$ cat src/rtl/cc_mon_pkg.sv
// Shared types for the CC protocol monitor: FSM states, sticky error codes,
// and the lowest-code-wins priority encoder.
package cc_mon_pkg;

    typedef enum logic [2:0] {IDLE, LOAD, WAIT, OUT, ERR} state_e;

    localparam logic [3:0] ERR_NONE      = 4'd0;
    localparam logic [3:0] ERR_RST_DATA  = 4'd1;
    localparam logic [3:0] ERR_TIMEOUT   = 4'd2;
    localparam logic [3:0] ERR_LONG      = 4'd3;
    localparam logic [3:0] ERR_SHORT     = 4'd4;
    localparam logic [3:0] ERR_IDLE_DATA = 4'd5;
    localparam logic [3:0] ERR_EARLY     = 4'd6;
    localparam logic [3:0] ERR_EMPTY     = 4'd7;
    localparam logic [3:0] ERR_MISMATCH  = 4'd8;

    // Scan from the highest code down so the lowest raised code is kept.
    function automatic logic [3:0] first_err(input logic [8:1] e);
        first_err = ERR_NONE;
        for (int i = 8; i >= 1; i--) begin
            if (e[i]) first_err = 4'(i);
        end
    endfunction

endpackage

$ cat src/rtl/cc_exp_fifo.sv
// Expected-score FIFO. A push while full succeeds only when a pop
// happens in the same cycle, leaving the count unchanged.
module cc_exp_fifo #(
    parameter  int W     = 7,
    parameter  int DEPTH = 16,
    localparam int AW    = $clog2(DEPTH)
) (
    input  logic          clk,
    input  logic          rst_n,
    input  logic          push_i,
    input  logic [W-1:0]  data_i,
    input  logic          pop_i,
    output logic [W-1:0]  data_o,
    output logic          full_o,
    output logic [AW:0]   count_o
);

    logic [W-1:0]  mem_q [DEPTH];
    logic [AW-1:0] wr_q, rd_q;
    logic [AW:0]   cnt_q;
    logic          push_ok, pop_ok;

    assign full_o  = (cnt_q == (AW+1)'(DEPTH));
    assign pop_ok  = pop_i && (cnt_q != '0);
    assign push_ok = push_i && (!full_o || pop_ok);
    assign data_o  = mem_q[rd_q];
    assign count_o = cnt_q;

    always_ff @(posedge clk) begin
        if (push_ok) mem_q[wr_q] <= data_i;
    end

    always_ff @(posedge clk or negedge rst_n) begin
        if (!rst_n) begin
            wr_q  <= '0;
            rd_q  <= '0;
            cnt_q <= '0;
        end else begin
            if (push_ok) wr_q <= wr_q + AW'(1);
            if (pop_ok)  rd_q <= rd_q + AW'(1);
            case ({push_ok, pop_ok})
                2'b10:   cnt_q <= cnt_q + (AW+1)'(1);
                2'b01:   cnt_q <= cnt_q - (AW+1)'(1);
                default: cnt_q <= cnt_q;
            endcase
        end
    end

endmodule

$ cat src/rtl/cc_protocol_monitor.sv
// Snoops the CC handshake, measures in_valid_2-fall to out_valid latency,
// scores each output beat against the expected FIFO and latches the first error.
module cc_protocol_monitor
    import cc_mon_pkg::*;
#(
    parameter  int SCORE_W   = 7,
    parameter  int OUT_BEATS = 1,
    parameter  int MAX_LAT   = 500,
    parameter  int EXP_DEPTH = 16,
    parameter  int CNT_W     = 16,
    localparam int LAT_W     = $clog2(MAX_LAT + 1)
) (
    input  logic               clk,
    input  logic               rst_n,
    input  logic               in_valid_1,
    input  logic               in_valid_2,
    input  logic               out_valid,
    input  logic [SCORE_W-1:0] out_score,
    input  logic               exp_valid,
    input  logic [SCORE_W-1:0] exp_score,
    output logic               exp_ready,
    output logic               err,
    output logic [3:0]         err_code,
    output logic [CNT_W-1:0]   pass_cnt,
    output logic [LAT_W-1:0]   last_lat
);

    localparam int BEAT_W = $clog2(OUT_BEATS + 1);
    localparam int AW     = $clog2(EXP_DEPTH);

    state_e             state_q, state_d;
    logic [LAT_W-1:0]   lat_q, lat_d, last_lat_q, last_lat_d;
    logic [BEAT_W-1:0]  beats_q, beats_d;
    logic [CNT_W-1:0]   pass_q, pass_d;
    logic               err_q, err_d;
    logic [3:0]         code_q, code_d, code_det;
    logic               first_q, iv2_q;
    logic [8:1]         e;
    logic               cmp, fifo_full;
    logic [SCORE_W-1:0] fifo_head;
    logic [AW:0]        fifo_cnt;
    logic               all_beats;

    cc_exp_fifo #(.W(SCORE_W), .DEPTH(EXP_DEPTH)) u_fifo (
        .clk     (clk),
        .rst_n   (rst_n),
        .push_i  (exp_valid),
        .data_i  (exp_score),
        .pop_i   (cmp),
        .data_o  (fifo_head),
        .full_o  (fifo_full),
        .count_o (fifo_cnt)
    );

    assign all_beats = (beats_q == BEAT_W'(OUT_BEATS));
    // The beat that moves WAIT->OUT is beat 1 and is scored like the rest.
    assign cmp = out_valid && ((state_q == WAIT) || (state_q == OUT && !all_beats));

    always_comb begin
        e = '0;
        if (state_q != ERR) begin
            e[ERR_RST_DATA]  = first_q && (out_valid || out_score != '0);
            e[ERR_TIMEOUT]   = (state_q == WAIT) && !out_valid && (lat_q == LAT_W'(MAX_LAT));
            e[ERR_LONG]      = (state_q == OUT) && out_valid && all_beats;
            e[ERR_SHORT]     = (state_q == OUT) && !out_valid && !all_beats;
            e[ERR_IDLE_DATA] = !out_valid && (out_score != '0);
            e[ERR_EARLY]     = out_valid && (state_q == LOAD || in_valid_1 || in_valid_2);
            e[ERR_EMPTY]     = cmp && (fifo_cnt == '0);
            e[ERR_MISMATCH]  = cmp && (fifo_cnt != '0) && (fifo_head != out_score);
        end
        code_det = first_err(e);
    end

    always_comb begin
        state_d    = state_q;
        lat_d      = lat_q;
        beats_d    = beats_q;
        pass_d     = pass_q;
        last_lat_d = last_lat_q;
        err_d      = err_q;
        code_d     = code_q;
        case (state_q)
            IDLE: if (in_valid_1 || in_valid_2) state_d = LOAD;
            LOAD: if (iv2_q && !in_valid_2) begin
                state_d = WAIT;
                lat_d   = '0;
            end
            WAIT: if (out_valid) begin
                state_d    = OUT;
                beats_d    = BEAT_W'(1);
                last_lat_d = lat_q;
            end else if (lat_q != LAT_W'(MAX_LAT)) begin
                lat_d = lat_q + LAT_W'(1);
            end
            OUT: if (out_valid) begin
                if (!all_beats) beats_d = beats_q + BEAT_W'(1);
            end else if (all_beats) begin
                state_d = IDLE;
                if (pass_q != '1) pass_d = pass_q + CNT_W'(1);
            end
            default: state_d = ERR;
        endcase
        // Any detected error pre-empts the normal transition, including a pass.
        if (code_det != ERR_NONE) begin
            state_d = ERR;
            pass_d  = pass_q;
            err_d   = 1'b1;
            code_d  = code_det;
        end
    end

    always_ff @(posedge clk or negedge rst_n) begin
        if (!rst_n) begin
            state_q    <= IDLE;
            lat_q      <= '0;
            beats_q    <= '0;
            pass_q     <= '0;
            last_lat_q <= '0;
            err_q      <= 1'b0;
            code_q     <= ERR_NONE;
            first_q    <= 1'b1;
            iv2_q      <= 1'b0;
        end else begin
            state_q    <= state_d;
            lat_q      <= lat_d;
            beats_q    <= beats_d;
            pass_q     <= pass_d;
            last_lat_q <= last_lat_d;
            err_q      <= err_d;
            code_q     <= code_d;
            first_q    <= 1'b0;
            iv2_q      <= in_valid_2;
        end
    end

    assign exp_ready = !fifo_full;
    assign err       = err_q;
    assign err_code  = code_q;
    assign pass_cnt  = pass_q;
    assign last_lat  = last_lat_q;

endmodule

$ cat config.mk
export PLATFORM = sky130hd
export DESIGN_NAME = cc_protocol_monitor
export DESIGN_NICKNAME = d
export VERILOG_FILES = /design/src/rtl/cc_mon_pkg.sv /design/src/rtl/cc_exp_fifo.sv /design/src/rtl/cc_protocol_monitor.sv
export SDC_FILE = /design/constraint.sdc
export NUM_CORES = 1
export LEC_CHECK = 0
export ABC_AREA = 1
export BUFFER_PORTS_ARGS = -buffer_cell sky130_fd_sc_hd__buf_2
export CAP_MARGIN = 20
export CELL_PAD_IN_SITES_DETAIL_PLACEMENT = 0
export CELL_PAD_IN_SITES_GLOBAL_PLACEMENT = 2
export CORE_UTILIZATION = 35
export CTS_CLUSTER_DIAMETER = 120
export DETAILED_ROUTE_END_ITERATION = 12
export GPL_ROUTABILITY_DRIVEN = 0
export PLACE_DENSITY = 0.75
export SETUP_SLACK_MARGIN = 0.5
export SLEW_MARGIN = 5
export SYNTH_ARGS = -nofsm -noshare
export SYNTH_HDL_FRONTEND = slang
export SYNTH_SLANG_ARGS = --single-unit
export TNS_END_PERCENT = 100
$ cat constraint.sdc
create_clock -name clk -period 2.4 [get_ports clk]
set_input_delay 0 -clock clk [delete_from_list [all_inputs] [get_ports clk]]
set_output_delay 0 -clock clk [all_outputs]
set_load 0.05 [all_outputs]
==> impl_metrics.json, run 1 <==
{
  "cap_violations": 0,
  "ys_seq_area_share_pct": 59.33,
  "ys_seq_elements": 170,
  "post-route-min-period_ps": 2394,
  "drt_first_pass_iters": 5,
  "synth_top_family_by_area": "simple AND/OR/NAND/NOR gates",
  "drc": 0,
  "synthAdderAreaFrac_pct": 2.097,
  "ys_types": 40,
  "grtUsageMet1_pct": 24.79,
  "antenna_found_initial": 1,
  "synthFlopType": "edfxtp_1",
  "final-instance-count-excl-fill": 1307,
  "area_delta_synth_final_pct": 32.53,
  "yosysMostFrequentCell": "nand2_1",
  "finalCritPeriodShare_pct": 99.74,
  "startpoint_type": "flip-flop",
  "slew_violations": 0,
  "dp_cells": 1240,
  "cts_root_buf": "clkbuf_16",
  "gr-usage-met2_pct": 29.85,
  "synth_simple_gate_area_share_pct": 23.43,
  "setup-violations-final": 0,
  "worstPathMaxFanout": 13,
  "status": "finished, final reports clean",
  "synth-compound-area-share_pct": 5.611,
  "fp.dieW_um": 154.3,
  "synth_top_area_share_pct": 41.44,
  "syn_area_per_cell_sq_um": 9.297,
  "wirelength_mm": 20.68,
  "fin_worst_skew_ps": 10.39,
  "cp.arrival_ps": 2710,
  "io_buffers": 50,
  "synth_common_cells": "nand2_1, inv_1, edfxtp_1",
  "gr-total-overflow": 0,
  "fin_tns_setup_ps": 0,
  "slowest_delay_ps": 540,
  "htree_levels": 4,
  "postSynth.asyncResetShare_pct": 34.12,
  "met3_usage_pct": 2.830,
  "hp-class": "input pin to flip-flop",
  "rsz0062_at_grt": "yes",
  "nets": 1041,
  "grt_pass1_wl_mm": 32.86,
  "leakagePower_nw": 4.800,
  "grt_max_degree": 30,
  "fin_util_pct": 47.37,
  "numCtsBuffers": 17,
  "crit_type": "flip-flop to flip-flop",
  "rows": 55,
  "synth.largest_area_cell": "edfxtp_1",
  "grt_usage_pct": 18.13,
  "drt-initial-drc-count": 336,
  "p_per_area_nw_per_um2": 738.5,
  "hpwl_mm": 14.09,
  "drive_gt1_share_pct": 27.91,
  "crit_top_cell": "nand2_1",
  "tritoncts": "done",
  "die_h_um": 154.3,
  "ant_nets": 0,
  "vias_per_cell": 4.662,
  "place_ws_ps": -107.5,
  "clock_latency_ps": 430,
  "routedWlPerCell_um": 15.82,
  "synth.mux.area_fraction_pct": 0,
  "grt_pass1_vias": 5963,
  "core_area_sq_um": 22710,
  "netlist_instances": 873,
  "clock_path_buffers": 2,
  "synthesis.area_sq_um": 8117,
  "initial_core_util_pct": 35.74,
  "syn_nets": 906,
  "cts.sinks": 170,
  "end_kind": "flip-flop",
  "yosys_warnings": 0,
  "hold_viol_final": 0,
  "slowest_stage": "dfrtp_2",
  "cp_data_required_time_ps": 2710,
  "boundaryPins": 51,
  "peakVddDrop_uv": 456.9,
  "grt.busiest_layer": "met2",
  "worst_slack_ps": 6.145,
  "die_area_sq_um": 23800,
  "r2r_setup_slack_ps": 6,
  "synthTopCellsByArea": "edfxtp_1, dfrtp_1, nand2_1",
  "clk_pin_slew_worst_paths_ps": 70,
  "num_vias": 6093,
  "path_cells": "inv_6 > buf_12 > nand2_1 > nand2_1 > nand2_1 > nand3_1 > nand3_1 > nand2_1 > nand2_1 > nand2_1 > nor2_1 > nand2_1 > o21bai_4 > nand4_4 > buf_12 > o21bai_4 > nand2_1",
  "synth-edff-count": 112,
  "fmax_mhz": 417.7,
  "synth_xor_xnor_area_share_pct": 1.295
}
-- layer usage --
metal / routed length [um] / vias up
met5: 0 / -
met4: 201 / 0
met3: 654 / 15
met2: 10050 / 84
met1: 9780 / 2885
li1: - / 3109
-- critical path: cells and delay by family, from the launching register on --
kind,cells,cell delay (ps)
and+or+nand+nor,12,950
buffers and inverters,3,440
DFF,1,540
AOI/OAI and AO/OA,2,350
-- power by group --
group | internal (W) | leakage, nW | switching [W] | total, W
sequential | 0.00347 | 1.63 | 0.000167 | 0.00364
clock | 0.00150 | 0.280 | 0.00115 | 0.00264
combinational | 0.000580 | 2.89 | 0.00108 | 0.00166
-- repair_timing --
| action | in CTS | in global routing |
|---|---|---|
| setup endpoints to repair | 145 | 144 |
| cloned | 1 | 1 |
| setup buffers | 9 | 14 |
| hold endpoints to repair | 146 | 0 |
| resized for setup | 141 | 34 |
| hold buffers | 9 | 0 |
| pin swaps | 28 | 29 |
-- final cells by class --
cell class              instances  area (sq um)
repair buffers                140          1216
inverters                     134         533.0
fillers                      2174         11950
clock inverters                 8         56.30
diodes                          1         2.502
multi-input cells             545          3252
clock buffers                  24         510.5
well taps                     285         356.6
flip-flops and latches        170          4830
-- flip-flops by register name, indices dropped and copies added (netlist names), 3 cells and up --
name	flops
lat_q	9
u_fifo.rd_q	4
err_code	4
pass_cnt	16
u_fifo.mem_q	112
u_fifo.count_o	5
last_lat	9
u_fifo.wr_q	4
state_q	3
-- metrics by stage --
step	area [sq um]	power (W)	hold WS, ps
5_1_grt	10750	0.008320	13.91
2_1_floorplan	8277	0.004435	-295.6
3_5_place_dp	9209	0.004900	68.66
4_1_cts	10510	0.007917	7.833
6_report	10760	0.007943	12.35
3_3_place_gp	9209	0.004903	65.05
-- path summary, 6_finish.rpt --
check,startpoint,to,cells past startpoint
worst max-delay path,u_fifo.rd_q[0],pass_cnt[7],17
worst min-delay path,exp_score[1],u_fifo.mem_q[10][1],1
worst max register to register,u_fifo.rd_q[0],pass_cnt[7],17
worst min register to register,err_code[0],err_code[0],2
max in group asynchronous,rst_n,u_fifo.count_o[1],3
min in group asynchronous,rst_n,pass_cnt[5],3
-- cell families after synthesis --
kind of cell | count (synthesis)
adders and majority gates | 13
buffers and inverters | 159
DFF | 170
AOI/OAI and AO/OA | 70
and+or+nand+nor | 448
other | 1
xor gates and xnor gates | 12
-- cells in the final DEF, fill, tap and decap left out, types with 4 or more instances in the layout --
cell type / count
a21oi_2: 6
dlygate4sd3_1: 9
o21bai_4: 6
dfrtp_2: 11
o21ai_0: 19
nand2_4: 5
nand4_1: 9
buf_6: 18
dfrtp_1: 46
o211ai_1: 4
nand2_1: 229
nor2_4: 25
nor3_1: 13
o21ai_1: 13
buf_8: 11
xor2_1: 11
clkbuf_16: 19
buf_4: 43
nand3_1: 82
ha_1: 9
buf_2: 50
nor2_2: 6
nand2_8: 4
edfxtp_1: 112
inv_4: 8
inv_2: 7
nor2_1: 41
inv_1: 119
buf_12: 8
a21oi_1: 6
nand3_2: 14
o21bai_2: 5
nand2_2: 6
Power figures use the tool's default switching activity.
==> inputs of run 2 (changes only) <==
BUFFER_PORTS_ARGS = unset   (was -buffer_cell sky130_fd_sc_hd__buf_2)
CORE_UTILIZATION = 36   (was 35)
DONT_BUFFER_PORTS = 1   (was unset)
HOLD_SLACK_MARGIN = 0.15   (was unset)
PLACE_DENSITY = 0.74   (was 0.75)
==> run 2 against run 1 <==
  * Sequential share of layout area down 0.77 points
  * Via count up 1.5%
  * Highest routed layer unchanged
  * Clock power up 11%
  * Critical endpoint is now pass_cnt[1]
  * Final cell count down 1.5%
  * Critical path depth up 1
  * Critical path type unchanged
  * The flow now finishes with violations (DRC, setup timing)
  * Non-clock buffer count down 14
  * Sequential cell count unchanged
==> impl_metrics.json, run 2 (synthesis results as in run 1) <==
{
  "grt_usage_pct": 17.79,
  "whs_path_depth": 1,
  "p_per_area_nw_per_um2": 752.1,
  "drt-initial-drc-count": 319,
  "setup-violations-final": 5,
  "final_cell_mix": "nand2_1, inv_1, edfxtp_1, nand3_1, buf_4",
  "final-instance-count-excl-fill": 1287,
  "drt_first_pass_iters": 9,
  "leakagePower_nw": 4.828,
  "slowest_delay_ps": 470,
  "routedWlPerCell_um": 15.71,
  "fmax_mhz": 411.6,
  "regMostFlops": "u_fifo.mem_q",
  "cts.sinks": 170,
  "hp-class": "input pin to flip-flop",
  "violations": "DRC, setup timing",
  "r2r_setup_slack_ps": -30,
  "crit_top_cell": "nand2_1",
  "vias_per_cell": 4.804,
  "hpwl_mm": 13.49,
  "status": "finished, violations left",
  "final_common_cell": "nand2_1",
  "hold_viol_final": 0,
  "numCtsBuffers": 17,
  "ant_nets": 0,
  "antenna_found_initial": 0,
  "reg2reg_to": "pass_cnt[1]",
  "largest_reg_flops": 112,
  "slew_headroom_pct": 59.80,
  "slowest_stage": "dfrtp_2",
  "clock_path_buffers": 2,
  "grt_pass1_vias": 6239,
  "r2r_cells": 18,
  "die_area_sq_um": 23150,
  "end_kind": "flip-flop",
  "slew_violations": 0,
  "gr-total-overflow": 0,
  "fp.dieW_um": 152.2,
  "worstMarginPinSlew_ps": 601.0,
  "cp_data_required_time_ps": 2740,
  "nets": 1027,
  "clock_latency_ps": 420,
  "place_ws_ps": -56.11,
  "die_h_um": 152.2,
  "cp.arrival_ps": 2770,
  "worst_slack_ps": -29.69,
  "antenna_cells": 0,
  "r2r_start": "u_fifo.rd_q[0]",
  "worstPathMaxFanout": 8,
  "dp_cells": 1198,
  "total_power_w": 0.008225,
  "path_cells": "clkinv_4 > buf_12 > nand2_2 > nand2_1 > nand2_1 > nand3_2 > nand3_2 > nand2_2 > nand2_1 > nand2_1 > nor2_2 > nand2_2 > o21bai_4 > nand3_4 > buf_6 > nor2_4 > nand2_1 > o21ai_1",
  "fin_worst_skew_ps": 12.63,
  "initial_core_util_pct": 36.96,
  "startpoint_type": "flip-flop",
  "clk_pin_slew_worst_paths_ps": 60,
  "io_buffers": 0,
  "grt_pass1_wl_mm": 32.26,
  "crit_type": "flip-flop to flip-flop",
  "cap_violations": 0,
  "wirelength_mm": 20.21,
  "area_delta_synth_final_pct": 34.73,
  "cts_root_buf": "clkbuf_16",
  "finalCritPeriodShare_pct": 101.2,
  "htree_levels": 4,
  "drive_gt1_share_pct": 27.11,
  "boundaryPins": 51,
  "rsz0062_at_grt": "yes",
  "n_fill_cell": 1962,
  "drc": 3,
  "hold_ws_ps": 190.8,
  "core_area_sq_um": 21960,
  "tritoncts": "done",
  "grt_max_degree": 59,
  "num_vias": 6183,
  "worstHoldEndpoint": "iv2_q",
  "hp-start": "in_valid_2",
  "peakVddDrop_uv": 505.9,
  "rows": 54,
  "post-route-min-period_ps": 2430
}
run 2: cell count changes in the layout (fill, tap and decap cells not counted), sizes merged:
| cell | before | now |
|---|---|---|
| clkinv | 3 | 7 |
| dlygate4sd3 | 9 | 18 |
| inv | 137 | 135 |
| bufinv | 0 | 4 |
| diode | 1 | 0 |
| clkinvlp | 2 | 1 |
| clkbuf | 25 | 22 |
| buf | 130 | 105 |
run 2: power by group:
group	switching [W]	internal, W	total (W)	leakage (nW)
combinational	0.000957	0.000592	0.00155	2.90
sequential	0.000285	0.00347	0.00375	1.63
clock	0.00117	0.00176	0.00292	0.301
total	0.00241	0.00582	0.00822	4.83
run 2: worst max-delay path by stage:
stage | start | end | slack [ps]
after floorplan | state_q[2] | u_fifo.count_o[4] | 160
after global placement | lat_q[0] | pass_cnt[13] | 10
after detailed placement | u_fifo.rd_q[0] | state_q[0] | -60
after CTS | u_fifo.rd_q[0] | pass_cnt[7] | 10
after global routing | u_fifo.rd_q[0] | pass_cnt[1] | -200
final | u_fifo.rd_q[0] | pass_cnt[1] | -30
run 2: layout make-up:
type	instances	area (sq um)	area share, %
Clock buffer	19	432.9	3.959
Tap cell	280	350.3	3.204
Multi-Input combinational cell	545	3243	29.66
Timing Repair Buffer	126	1359	12.43
Inverter	134	533.0	4.874
Clock inverter	13	191.4	1.751
Sequential cell	170	4826	44.13
run 2: what timing repair did:
| action | in CTS | in global routing |
|---|---|---|
| hold endpoints to repair | 213 | 0 |
| buffers inserted | 23 | 9 |
| hold buffers | 19 | 0 |
| resized for setup | 114 | 60 |
| setup endpoints to repair | 144 | 148 |
| gates cloned | 3 | 3 |
| pin swaps | 28 | 35 |
run 2: per-layer routing:
metal  wire length (um)  part of all wire (%)  global-route usage (%)  vias to the layer above
met5                  0                     0                       0                        -
met4                193                  0.95                   4.179                        0
met3                631                   3.1                   3.726                       16
met2               9934                    49                   30.31                       70
met1               9454                    47                   23.20                     3013
li1                   -                     -                       -                     3084
run 2: metrics by stage:
step / setup TNS [ps] / util [%] / instance area (sq um)
2_1_floorplan: 0 / - / 8277
3_5_place_dp: -281.4 / 41.27 / 9062
5_1_grt: -2218 / 49.80 / 10940
4_1_cts: 0 / 48.13 / 10570
6_report: -79.03 / 49.80 / 10940
3_3_place_gp: 0 / 41.27 / 9062
run 2: critical path, delay by kind of cell, from the launching register on:
kind / cells / cell delay [ps]
and+or+nand+nor: 13 / 1100
buffers and inverters: 3 / 500
DFF: 1 / 470
AOI/OAI and AO/OA: 2 / 290
